==> src/rtl/lane_render_sequencer.sv <==
// Display sequencer for the theremin-hero framebuffer. It clears the frame,
// waits for a start press, then draws the lanes enabled for each beat in order.
// It also handles pause, queues one beat that arrives while drawing, counts any
// further overruns, and defers an end-of-song until the current beat is drawn.
module lane_render_sequencer #(
    parameter int GRID_W    = 240,
    parameter int GRID_H    = 180,
    parameter int NUM_LANES = 4,
    parameter int LANE_BITS = 2,
    parameter int ADDR_W    = 16
) (
    input  logic                 clock,
    input  logic                 reset,
    input  logic                 start,
    input  logic                 pause,
    input  logic                 beat_tick,
    input  logic                 song_done,
    input  logic [NUM_LANES-1:0] lane_mask,
    input  logic                 shape_done,
    output logic                 clear_load,
    output logic                 clear_write,
    output logic [ADDR_W-1:0]    clear_addr,
    output logic                 ready_for_song,
    output logic                 lane_load,
    output logic                 lane_start,
    output logic [LANE_BITS-1:0] lane_idx,
    output logic                 busy,
    output logic [7:0]           missed_beats,
    output logic [3:0]           state
);

    typedef enum logic [3:0] {
        RST_WAIT   = 4'd0,
        CLR_LOAD   = 4'd1,
        CLR_WRITE  = 4'd2,
        IDLE       = 4'd3,
        START_WAIT = 4'd4,
        WAIT_BEAT  = 4'd5,
        LANE_SCAN  = 4'd6,
        LANE_LOAD  = 4'd7,
        LANE_DRAW  = 4'd8,
        LANE_WAIT  = 4'd9,
        PAUSED     = 4'd10
    } state_t;

    // The lane mask is held zero-padded to the full lane-index range, so any
    // lane_idx value selects a defined bit.
    localparam int                   MASK_W    = 1 << LANE_BITS;
    localparam logic [ADDR_W-1:0]    LAST_ADDR = ADDR_W'(GRID_W * GRID_H - 1);
    localparam logic [LANE_BITS-1:0] LAST_LANE = LANE_BITS'(NUM_LANES - 1);

    state_t                 state_q, state_d;
    logic [ADDR_W-1:0]      clearAddr_q, clearAddr_d;
    logic [LANE_BITS-1:0]   laneIdx_q, laneIdx_d;
    logic [7:0]             missed_q, missed_d;
    logic                   pending_q, pending_d;
    logic                   doneLatch_q, doneLatch_d;
    logic [MASK_W-1:0]      maskReg_q, maskReg_d;

    // Register all sequencer state; reset drops everything back to RST_WAIT.
    always_ff @(posedge clock) begin
        if (reset) begin
            state_q     <= RST_WAIT;
            clearAddr_q <= '0;
            laneIdx_q   <= '0;
            missed_q    <= '0;
            pending_q   <= 1'b0;
            doneLatch_q <= 1'b0;
            maskReg_q   <= '0;
        end else begin
            state_q     <= state_d;
            clearAddr_q <= clearAddr_d;
            laneIdx_q   <= laneIdx_d;
            missed_q    <= missed_d;
            pending_q   <= pending_d;
            doneLatch_q <= doneLatch_d;
            maskReg_q   <= maskReg_d;
        end
    end

    // Next-state logic, Moore strobes, and beat/song bookkeeping while drawing.
    always_comb begin
        state_d        = state_q;
        clearAddr_d    = clearAddr_q;
        laneIdx_d      = laneIdx_q;
        missed_d       = missed_q;
        pending_d      = pending_q;
        doneLatch_d    = doneLatch_q;
        maskReg_d      = maskReg_q;
        clear_load     = 1'b0;
        clear_write    = 1'b0;
        ready_for_song = 1'b0;
        lane_load      = 1'b0;
        lane_start     = 1'b0;
        busy           = 1'b0;

        if (state_q == LANE_SCAN || state_q == LANE_LOAD ||
            state_q == LANE_DRAW || state_q == LANE_WAIT) begin
            if (beat_tick) begin
                if (!pending_q) begin
                    pending_d = 1'b1;
                end else if (missed_q != 8'hFF) begin
                    missed_d = missed_q + 8'd1;
                end
            end
            if (song_done) begin
                doneLatch_d = 1'b1;
            end
        end

        case (state_q)
            RST_WAIT: state_d = CLR_LOAD;
            CLR_LOAD: begin
                clear_load = 1'b1;
                busy       = 1'b1;
                state_d    = CLR_WRITE;
            end
            CLR_WRITE: begin
                clear_write = 1'b1;
                busy        = 1'b1;
                if (clearAddr_q == LAST_ADDR) begin
                    clearAddr_d = '0;
                    state_d     = IDLE;
                end else begin
                    clearAddr_d = clearAddr_q + 1'b1;
                    state_d     = CLR_LOAD;
                end
            end
            IDLE: begin
                if (start) state_d = START_WAIT;
            end
            START_WAIT: begin
                if (!start) begin
                    missed_d  = '0;
                    pending_d = 1'b0;
                    state_d   = WAIT_BEAT;
                end
            end
            WAIT_BEAT: begin
                ready_for_song = 1'b1;
                if (song_done || doneLatch_q) begin
                    pending_d   = 1'b0;
                    doneLatch_d = 1'b0;
                    state_d     = CLR_LOAD;
                end else if (pause) begin
                    state_d = PAUSED;
                end else if (beat_tick || pending_q) begin
                    maskReg_d = MASK_W'(lane_mask);
                    laneIdx_d = '0;
                    pending_d = beat_tick && pending_q;
                    state_d   = LANE_SCAN;
                end
            end
            LANE_SCAN: begin
                busy = 1'b1;
                if (maskReg_q[laneIdx_q]) begin
                    state_d = LANE_LOAD;
                end else if (laneIdx_q == LAST_LANE) begin
                    state_d = WAIT_BEAT;
                end else begin
                    laneIdx_d = laneIdx_q + 1'b1;
                end
            end
            LANE_LOAD: begin
                lane_load = 1'b1;
                busy      = 1'b1;
                state_d   = LANE_DRAW;
            end
            LANE_DRAW: begin
                lane_start = 1'b1;
                busy       = 1'b1;
                state_d    = LANE_WAIT;
            end
            LANE_WAIT: begin
                busy = 1'b1;
                if (shape_done) begin
                    if (laneIdx_q == LAST_LANE) begin
                        state_d = WAIT_BEAT;
                    end else begin
                        laneIdx_d = laneIdx_q + 1'b1;
                        state_d   = LANE_SCAN;
                    end
                end
            end
            PAUSED: begin
                if (song_done) begin
                    pending_d   = 1'b0;
                    doneLatch_d = 1'b0;
                    state_d     = CLR_LOAD;
                end else if (!pause) begin
                    state_d = WAIT_BEAT;
                end
            end
            default: state_d = RST_WAIT;
        endcase
    end

    assign clear_addr   = clearAddr_q;
    assign lane_idx     = laneIdx_q;
    assign missed_beats = missed_q;
    assign state        = state_q;

endmodule

==> config.mk <==
export PLATFORM = sky130hd
export DESIGN_NAME = lane_render_sequencer
export DESIGN_NICKNAME = d
export VERILOG_FILES = /design/src/rtl/lane_render_sequencer.sv
export SDC_FILE = /design/constraint.sdc
export NUM_CORES = 1
export LEC_CHECK = 0
export BUFFER_PORTS_ARGS = -buffer_cell sky130_fd_sc_hd__buf_2
export CORE_ASPECT_RATIO = 0.6
export CORE_MARGIN = 2
export CORE_UTILIZATION = 54
export CTS_CLUSTER_SIZE = 40
export DETAILED_ROUTE_END_ITERATION = 7
export PLACE_DENSITY = 0.79
export SLEW_MARGIN = 20
export SYNTH_ARGS = -nofsm -noshare
export SYNTH_HDL_FRONTEND = slang
export SYNTH_SLANG_ARGS = --single-unit
==> constraint.sdc <==
create_clock -name clock -period 2.4 [get_ports clock]
set_input_delay 0.48 -clock clock [delete_from_list [all_inputs] [get_ports clock]]
set_output_delay 0.48 -clock clock [all_outputs]
set_load 0.02 [all_outputs]
==> results of run 1 <==
[layout by cell type (no fill, tap or decap), types with 3 or more instances in the layout]
master	n
nor3_1	10
ha_1	3
xnor2_1	11
buf_4	9
nand2_1	20
mux2i_1	10
nor3b_1	4
buf_2	46
nand4bb_1	3
nor4_1	9
a21oi_1	15
or3_1	5
nor2_1	31
nand3_1	11
inv_1	10
dfxtp_1	35
nand4_1	5
clkbuf_8	5
a211oi_1	5
o21ai_0	11
xor2_1	3
nand2b_1	6
[path summary, 6_finish.rpt]
path / start / to / slack, ns / cells after the start
min: lane_mask[1] / maskReg_q[1]$_SDFFE_PP0P_ / 0.43 / 3
max reg2reg: state[3]$_SDFFE_PP0P_ / missed_beats[4]$_SDFF_PP0_ / 0.40 / 5
min reg2reg: maskReg_q[2]$_SDFFE_PP0P_ / maskReg_q[2]$_SDFFE_PP0P_ / 0.50 / 2
max: state[3]$_SDFFE_PP0P_ / lane_start / 0.14 / 4
[Yosys cell counts (2+ instances only)]
library cell	count	area, um^2
nand3_1	11	55.1
ha_1	3	37.5
nor4_1	9	56.3
o21ai_0	11	55.1
inv_1	10	37.5
nand4_1	5	31.3
nand4bb_1	3	33.8
a211oi_1	5	37.5
nor3b_1	4	30.0
xnor2_1	11	96.3
buf_2	5	25.0
nor3_1	10	50.1
o211ai_1	2	15.0
clkbuf_1	4	15.0
o21ai_1	2	10.0
nor2b_1	2	12.5
or3_1	5	31.3
a22oi_1	2	15.0
a21oi_1	15	75.1
o22ai_1	2	12.5
xor2_1	3	26.3
dfxtp_1	36	721
nand2_1	20	75.1
nand2b_1	6	37.5
mux2i_1	10	100
nor2_1	31	116
nor4bb_1	2	20.0
[layer usage]
metal	up-vias	part of all wire (%)	GRT usage, %
met5	-	0	0
met4	0	1.1	7.41
met3	7	6.8	5.83
met2	84	42	34.4
met1	939	50	33.4
li1	1028	-	-
[kinds of logic (layout without fill, tap and decap cells)]
family	after synthesis	count (layout)
AND/OR/NAND/NOR	117	117
AO/OA/AOI/OAI	52	52
flip-flops	36	36
buffers and inverters	21	70
XOR/XNOR	14	14
multiplexers	11	11
adder cells (fa/ha/maj)	3	3
[worst max-delay path, cell delays in order, from the launching register on]
cell	delay (ns)
dfxtp_1	0.56
buf_4	0.21
nor2b_1	0.21
nor3b_1	0.28
buf_2	0.22
[registers in the layout, summed over array words and instances (netlist names)]
name,count
lane_idx,2
doneLatch_q,1
clear_addr,16
state,4
pending_q,1
missed_beats,8
maskReg_q,4
[layout make-up]
cell class,instances,area (um^2)
tap,47,58.8
fill,319,1220
inverter,10,37.5
multi-input combinational,197,1290
clock buffer,5,68.8
timing repair buffer,55,298
sequential,36,722
[stage by stage]
stage               std cells  hold slack [ns]  worst slack, ns  instance area (um^2)  util, %
floorplan                 254            0.458            0.301                  2100        -
global placement          345            0.476            0.468                  2410     65.1
detailed placement        345            0.493            0.377                  2410     65.1
CTS                       350            0.425            0.161                  2480     66.9
global route              350            0.441           0.0308                  2480     67.0
finish                    350            0.429            0.144                  2480     67.0
[power breakdown]
part / internal (mW) / switching (mW) / leakage [nW]
logic: 0.101 / 0.148 / 0.722
registers: 0.610 / 0.0311 / 0.291
clock network: 0.187 / 0.198 / 0.0359
total: 0.898 / 0.377 / 1.05
==> results.yml, run 1 <==
outcome:
  status: "finished clean"
critical_path:
  arrival_ns: 1.78
  cp_data_required_time_ns: 1.92
  criticalPathCategory: "reg2out"
  worst-path-max-fanout: 9
  critPathLaunchType: "register"
  end_kind: "primary output"
drt:
  wire_per_inst_um: 14.4
  first_pass_iters: 5
  drc: 0
  drt_iter0_drc: 164
  ant_nets: 0
  via_count: 2058
  viasPerCell: 5.88
  wl_um: 5020
clock_tree:
  tritoncts: "yes"
  cts_buffers: 5
  cts-root-buf: "clkbuf_8"
  numClockSinks: 36
  htreeDepth: 2
  cts_setup_buffers: 0
  clkTransAtPathRegs_ns: 0.07
  worstSkewPairLatency_ns: 0.29
  ctsHoldBuffers: 0
  cts_resized: 0
  clockBufferDepth: 2
job:
  cap_violations: 0
global_route:
  grt_pass1_vias: 1722
  antenna_found_initial: 0
  grt_max_degree: 24
  grt_pass1_wl_um: 8130
  track_usage_pct: 23.3
  grt_overflow_total: 0
floorplan:
  core_region_area_um2: 3700
  die_w_um: 84.6
  num_rows: 17
  start_util_pct: 56.8
  io_pins: 47
  die_area_um2: 4430
  dieHeight_um: 52.3
synth:
  synth_compound_area_share_pct: 16.8
  synth-edff-count: 0
  synthXorXnorAreaFrac_pct: 5.83
  synthCells: 254
  async_flop_share_pct: 0
  synth_seq_cells: 36
  synth.yosys.seq_area_share_pct: 34.3
  synthDistinctLibCells: 52
  yosys.area_share.simple_pct: 31.3
  syn_area_per_cell_um2: 8.28
  synthFlopType: "dfxtp_1"
  synth_top_family_by_area: "simple AND/OR/NAND/NOR gates"
  synth_fp_nets: 268
  synth_adder_area_share_pct: 1.78
  syn_area_um2: 2100
  yosysWarnings: 0
  synth.area.mux_share_pct: 5.83
timing:
  fmax_mhz: 443
  drv_slew: 0
  fin_crit_ns: 2.26
  fin_tns_setup_ns: 0
  slew_headroom_pct: 59.4
  setup_viol: 0
  worstMarginPinSlew_ns: 0.606
  finalClockSkew_ns: 0.00550
  period_share_pct: 94.0
  grt_setup_unrepaired: "no"
  hold_viol_final: 0
placed_design:
  place_hpwl_um: 3680
  port_buffers: 46
  globalplace.congestion: 0.948
power:
  power_mw: 1.27
  powerDensity_nw_per_um2: 514
  leakage_nw: 1.05
  vdd_drop_max_v: 0.000306
finish:
  fin_nets: 319
  syn_to_final_growth_pct: 17.8
  layout-drive-gt1-share_pct: 22.4
  antenna_cells: 0
hold_path:
  hp-class: "in2reg"
No activity file was read; power rests on OpenSTA's default activity.
==> run 2: changes to the inputs <==
PLACE_DENSITY = 0.81   (was 0.79)
==> run 2 against run 1 <==
Wire length increased by 1.3%. Clock skew increased by 0.00061 ns. Sequential share of layout area decreased by 0.70 points. Sequential power increased by 0.8%. Worst hold slack about the same. Largest cell class unchanged. Largest power group unchanged. Highest routed layer is now met3.
==> results.yml, run 2 (synthesized netlist as in run 1, its figures left out) <==
outcome:
  status: "finished clean"
timing:
  fin_crit_ns: 2.26
  hold_viol_final: 0
  worstMarginPinSlew_ns: 0.641
  grt_setup_unrepaired: "no"
  fin_tns_setup_ns: 0
  fin_hold_ws_ns: 0.429
  setup_viol: 0
  slew_headroom_pct: 57.1
  drv_slew: 0
  setup_slack_ns: 0.135
  fmax_mhz: 442
  period_share_pct: 94.4
  finalClockSkew_ns: 0.00611
drt:
  drt_iter0_drc: 163
  ant_nets: 0
  via_count: 2088
  viasPerCell: 5.92
  first_pass_iters: 4
  drc: 0
  wire_per_inst_um: 14.4
  wl_um: 5090
critical_path:
  max_stage_delay_ns: 0.64
  crit_buf_inv: 2
  end_kind: "primary output"
  crit_chain: "nor4b_4, buf_4, buf_2"
  arrival_ns: 1.78
  critPathLaunchType: "register"
  criticalPathCategory: "reg2out"
  cp_data_required_time_ns: 1.92
  crit_family: "flip-flops"
  worst-path-max-fanout: 17
  crit_slowest_cell: "dfxtp_1"
power:
  powerDensity_nw_per_um2: 580
  vdd_drop_max_v: 0.000383
  leakage_nw: 1.08
  power_mw: 1.47
clock_tree:
  cts_buffers: 5
  ctsHoldBuffers: 0
  cts_resized: 0
  tritoncts: "yes"
  htreeDepth: 2
  clkTransAtPathRegs_ns: 0.07
  cts-root-buf: "clkbuf_8"
  clockBufferDepth: 2
  worstSkewPairLatency_ns: 0.28
  cts_setup_buffers: 0
  numClockSinks: 36
global_route:
  grt_pass1_vias: 1844
  grt_overflow_total: 0
  grt_max_degree: 18
  grt_pass1_wl_um: 8600
  antenna_found_initial: 0
  track_usage_pct: 24.4
floorplan:
  dieHeight_um: 52.3
  io_pins: 47
  num_rows: 17
  core_region_area_um2: 3700
  start_util_pct: 56.8
  die_area_um2: 4430
  die_w_um: 84.6
placed_design:
  place_ws_ns: 0.367
  port_buffers: 46
  globalplace.congestion: 0.930
  place_area_um2: 2410
  place_hpwl_um: 3820
hold_path:
  hp-class: "in2reg"
finish:
  stdcell_area_um2: 2530
  layout_common_cells: "buf_2 (46), dfxtp_1 (36), nor2_1 (31)"
  layout-drive-gt1-share_pct: 22.9
  layout_commonest_cell: "buf_2"
  antenna_cells: 0
  syn_to_final_growth_pct: 20.5
  largest_reg_flops: 16
  fin_nets: 319
job:
  cap_violations: 0
==> run 2: cell count changes in the layout (fill, tap and decap cells not counted) <==
| cell | before | now |
|---|---|---|
| bufinv_16 | 0 | 1 |
| clkbuf_8 | 5 | 7 |
| dfxtp_1 | 35 | 36 |
| dfxtp_2 | 1 | 0 |
==> run 2: final timing paths <==
check,startpoint,end,slack (ns),cells past startpoint
setup reg to reg,state[2]$_SDFFE_PP0P_,maskReg_q[2]$_SDFFE_PP0P_,0.31,5
setup / recovery,state[1]$_SDFFE_PP0P_,clear_write,0.14,3
hold / removal,lane_mask[3],maskReg_q[3]$_SDFFE_PP0P_,0.43,3
hold reg to reg,maskReg_q[3]$_SDFFE_PP0P_,maskReg_q[3]$_SDFFE_PP0P_,0.49,2
==> run 2: layer usage <==
layer  global-route usage, %  vias to the layer above  wire length, um
met5                       0                        -                0
met4                    5.56                        0                0
met3                    6.93                        0              431
met2                    38.2                       86             2150
met1                    33.8                      973             2500
li1                        -                     1029                -
==> run 2: cell type report <==
type / instances / area (um^2)
clock buffer: 7 / 96.3
clock inverter: 1 / 30.0
fill: 305 / 1170
inverter: 10 / 37.5
multi-input combinational: 197 / 1290
sequential: 36 / 721
tap: 47 / 58.8
timing repair buffer: 55 / 298
==> run 2: metrics by stage <==
stage	util [%]	cells
floorplan	-	254
global placement	65.1	345
detailed placement	65.1	345
CTS	68.5	353
global route	68.5	353
finish	68.5	353
==> run 2: tightest hold or removal path: cells and delay by family <==
kind	cells	cell delay [ns]
and+or+nand+nor	1	0.07
muxes	1	0.05
buffers and inverters	1	0.07
==> run 2: power breakdown <==
part	switching (mW)	internal, mW
Combinational	0.140	0.101
Sequential	0.0371	0.609
Clock	0.215	0.367
Total	0.392	1.08
==> run 3: changes to the inputs <==
CELL_PAD_IN_SITES_DETAIL_PLACEMENT = 1   (was unset)
CELL_PAD_IN_SITES_GLOBAL_PLACEMENT = 1   (was unset)
CORE_UTILIZATION = 40   (was 54)
clock period = 2.58 ns   (was 2.4 ns; I/O delays follow)
==> run 3 against run 2 <==
First-iteration DRC count is 32% lower. Die area is 33% higher. Via count is 1.4% lower. Wire length is 17% higher. Worst hold slack better by 0.030 ns. Non-clock buffer count stayed put. Register-to-register slack worse by 0.03 ns. Global-route usage is 2.6 points lower. Combinational power is 3% lower. Critical path type unchanged. Critical endpoint unchanged.
==> results.yml, run 3 (synthesized netlist as in run 1, its figures left out) <==
timing:
  slew_headroom_pct: 57.0
  grt_setup_unrepaired: "no"
  hold_viol_final: 0
  fin_crit_ns: 2.36
  worstMarginPinSlew_ns: 0.644
  setup_slack_ns: 0.216
  period_share_pct: 91.6
  finalClockSkew_ns: 0.00742
  setup_viol: 0
  fmax_mhz: 423
  fin_tns_setup_ns: 0
  drv_slew: 0
finish:
  layout_commonest_cell: "buf_2"
  largest_reg_flops: 16
  fin_nets: 319
  filler_cell_count: 641
  multiInputGateArea_um2: 1290
  instances_no_fill: 372
  layout-drive-gt1-share_pct: 22.2
  layout_common_cells: "buf_2 (46), dfxtp_1 (36), nor2_1 (31)"
  antenna_cells: 0
  area.sequential_um2: 721
  syn_to_final_growth_pct: 19.9
floorplan:
  die_w_um: 97.6
  die_area_um2: 5870
  start_util_pct: 41.6
  io_pins: 47
  num_rows: 20
  dieHeight_um: 60.2
  core_region_area_um2: 5050
critical_path:
  cp_data_required_time_ns: 2.06
  crit_slowest_cell: "dfxtp_1"
  crit_top_cell: "buf_4"
  worst-path-max-fanout: 19
  arrival_ns: 1.85
  end_kind: "primary output"
  crit_buf_inv: 3
  criticalPathCategory: "reg2out"
  crit_chain: "buf_4, nor4b_4, buf_4, buf_2"
  crit_family: "buffers and inverters"
  critPathLaunchType: "register"
  max_stage_delay_ns: 0.51
global_route:
  antenna_found_initial: 0
  track_usage_pct: 21.9
  grt_pass1_wl_um: 10000
  grt_max_degree: 20
  grt_pass1_vias: 1988
  grt_overflow_total: 0
power:
  clockPowerShare_pct: 33.8
  switching_share_pct: 30.3
  seq_power_share_pct: 47.7
  powerDensity_nw_per_um2: 500
  vdd_drop_max_v: 0.000236
  pwr-share-comb_pct: 18.5
  p_sw_mw: 0.383
  p_int_mw: 0.879
  leakage_nw: 1.06
drt:
  drt_iter0_drc: 111
  wl_um: 5980
  via_count: 2059
  ant_nets: 0
  first_pass_iters: 4
  drc: 0
  viasPerCell: 5.53
  wire_per_inst_um: 16.1
placed_design:
  globalplace.congestion: 0.864
  dp.cells: 364
  place_ws_ns: 0.316
  place_hpwl_um: 4560
  port_buffers: 46
clock_tree:
  cts_resized: 0
  numClockSinks: 36
  cts_setup_buffers: 0
  tritoncts: "yes"
  worstSkewPairLatency_ns: 0.29
  clkTransAtPathRegs_ns: 0.07
  htreeDepth: 2
  clockBufferDepth: 2
  cts_buffers: 5
  ctsHoldBuffers: 0
  cts-root-buf: "clkbuf_8"
job:
  cap_violations: 0
outcome:
  status: "finished clean"
hold_path:
  hp-class: "in2reg"
==> run 3: metal layers <==
layer  vias to the layer above  global-route usage (%)  wire [um]
met5                         -                       0          0
met4                         0                    5.36         23
met3                         2                    5.15        344
met2                        55                    32.7       2550
met1                       965                    31.9       3060
li1                       1037                       -          -
==> run 3: worst register-to-register path, delay by kind of cell, from the launching register on <==
| kind | cells | cell delay, ns |
|---|---|---|
| and+or+nand+nor | 3 | 0.86 |
| AOI/OAI and AO/OA | 1 | 0.36 |
| muxes | 1 | 0.24 |
| DFF | 1 | 0.74 |
==> run 3: area by class of cell <==
class                           instances  share of cell area [%]
Inverter                               10                    1.49
Multi-Input combinational cell        197                    51.3
Timing Repair Buffer                   55                    11.8
Clock buffer                            8                    3.57
Sequential cell                        36                    28.6
Tap cell                               66                    3.27
==> run 3: final timing paths <==
kind	depth (start not counted)	from	endpoint	slack, ns
min reg2reg	2	maskReg_q[0]$_SDFFE_PP0P_	maskReg_q[0]$_SDFFE_PP0P_	0.50
max reg2reg	5	state[2]$_SDFFE_PP0P_	maskReg_q[2]$_SDFFE_PP0P_	0.28
max	4	state[2]$_SDFFE_PP0P_	clear_write	0.22
min	3	lane_mask[3]	maskReg_q[3]$_SDFFE_PP0P_	0.46
==> run 3: power by group through the flow <==
stage	Combinational, mW	Clock [mW]	Sequential, mW
after global routing	0.254	0.461	0.606
after detailed placement	0.232	0	0.614
final	0.234	0.427	0.602
after global placement	0.229	0	0.612
after floorplan	0.160	0	0.605
after CTS	0.232	0.442	0.600
==> run 3: stage by stage <==
stage	hold WS, ns	utilization (%)	power (mW)	cell area, um^2
floorplan	0.458	-	0.765	2100
global placement	0.476	48.1	0.841	2430
detailed placement	0.487	48.1	0.846	2430
CTS	0.451	49.9	1.27	2520
global route	0.464	49.9	1.32	2520
finish	0.459	49.9	1.26	2520
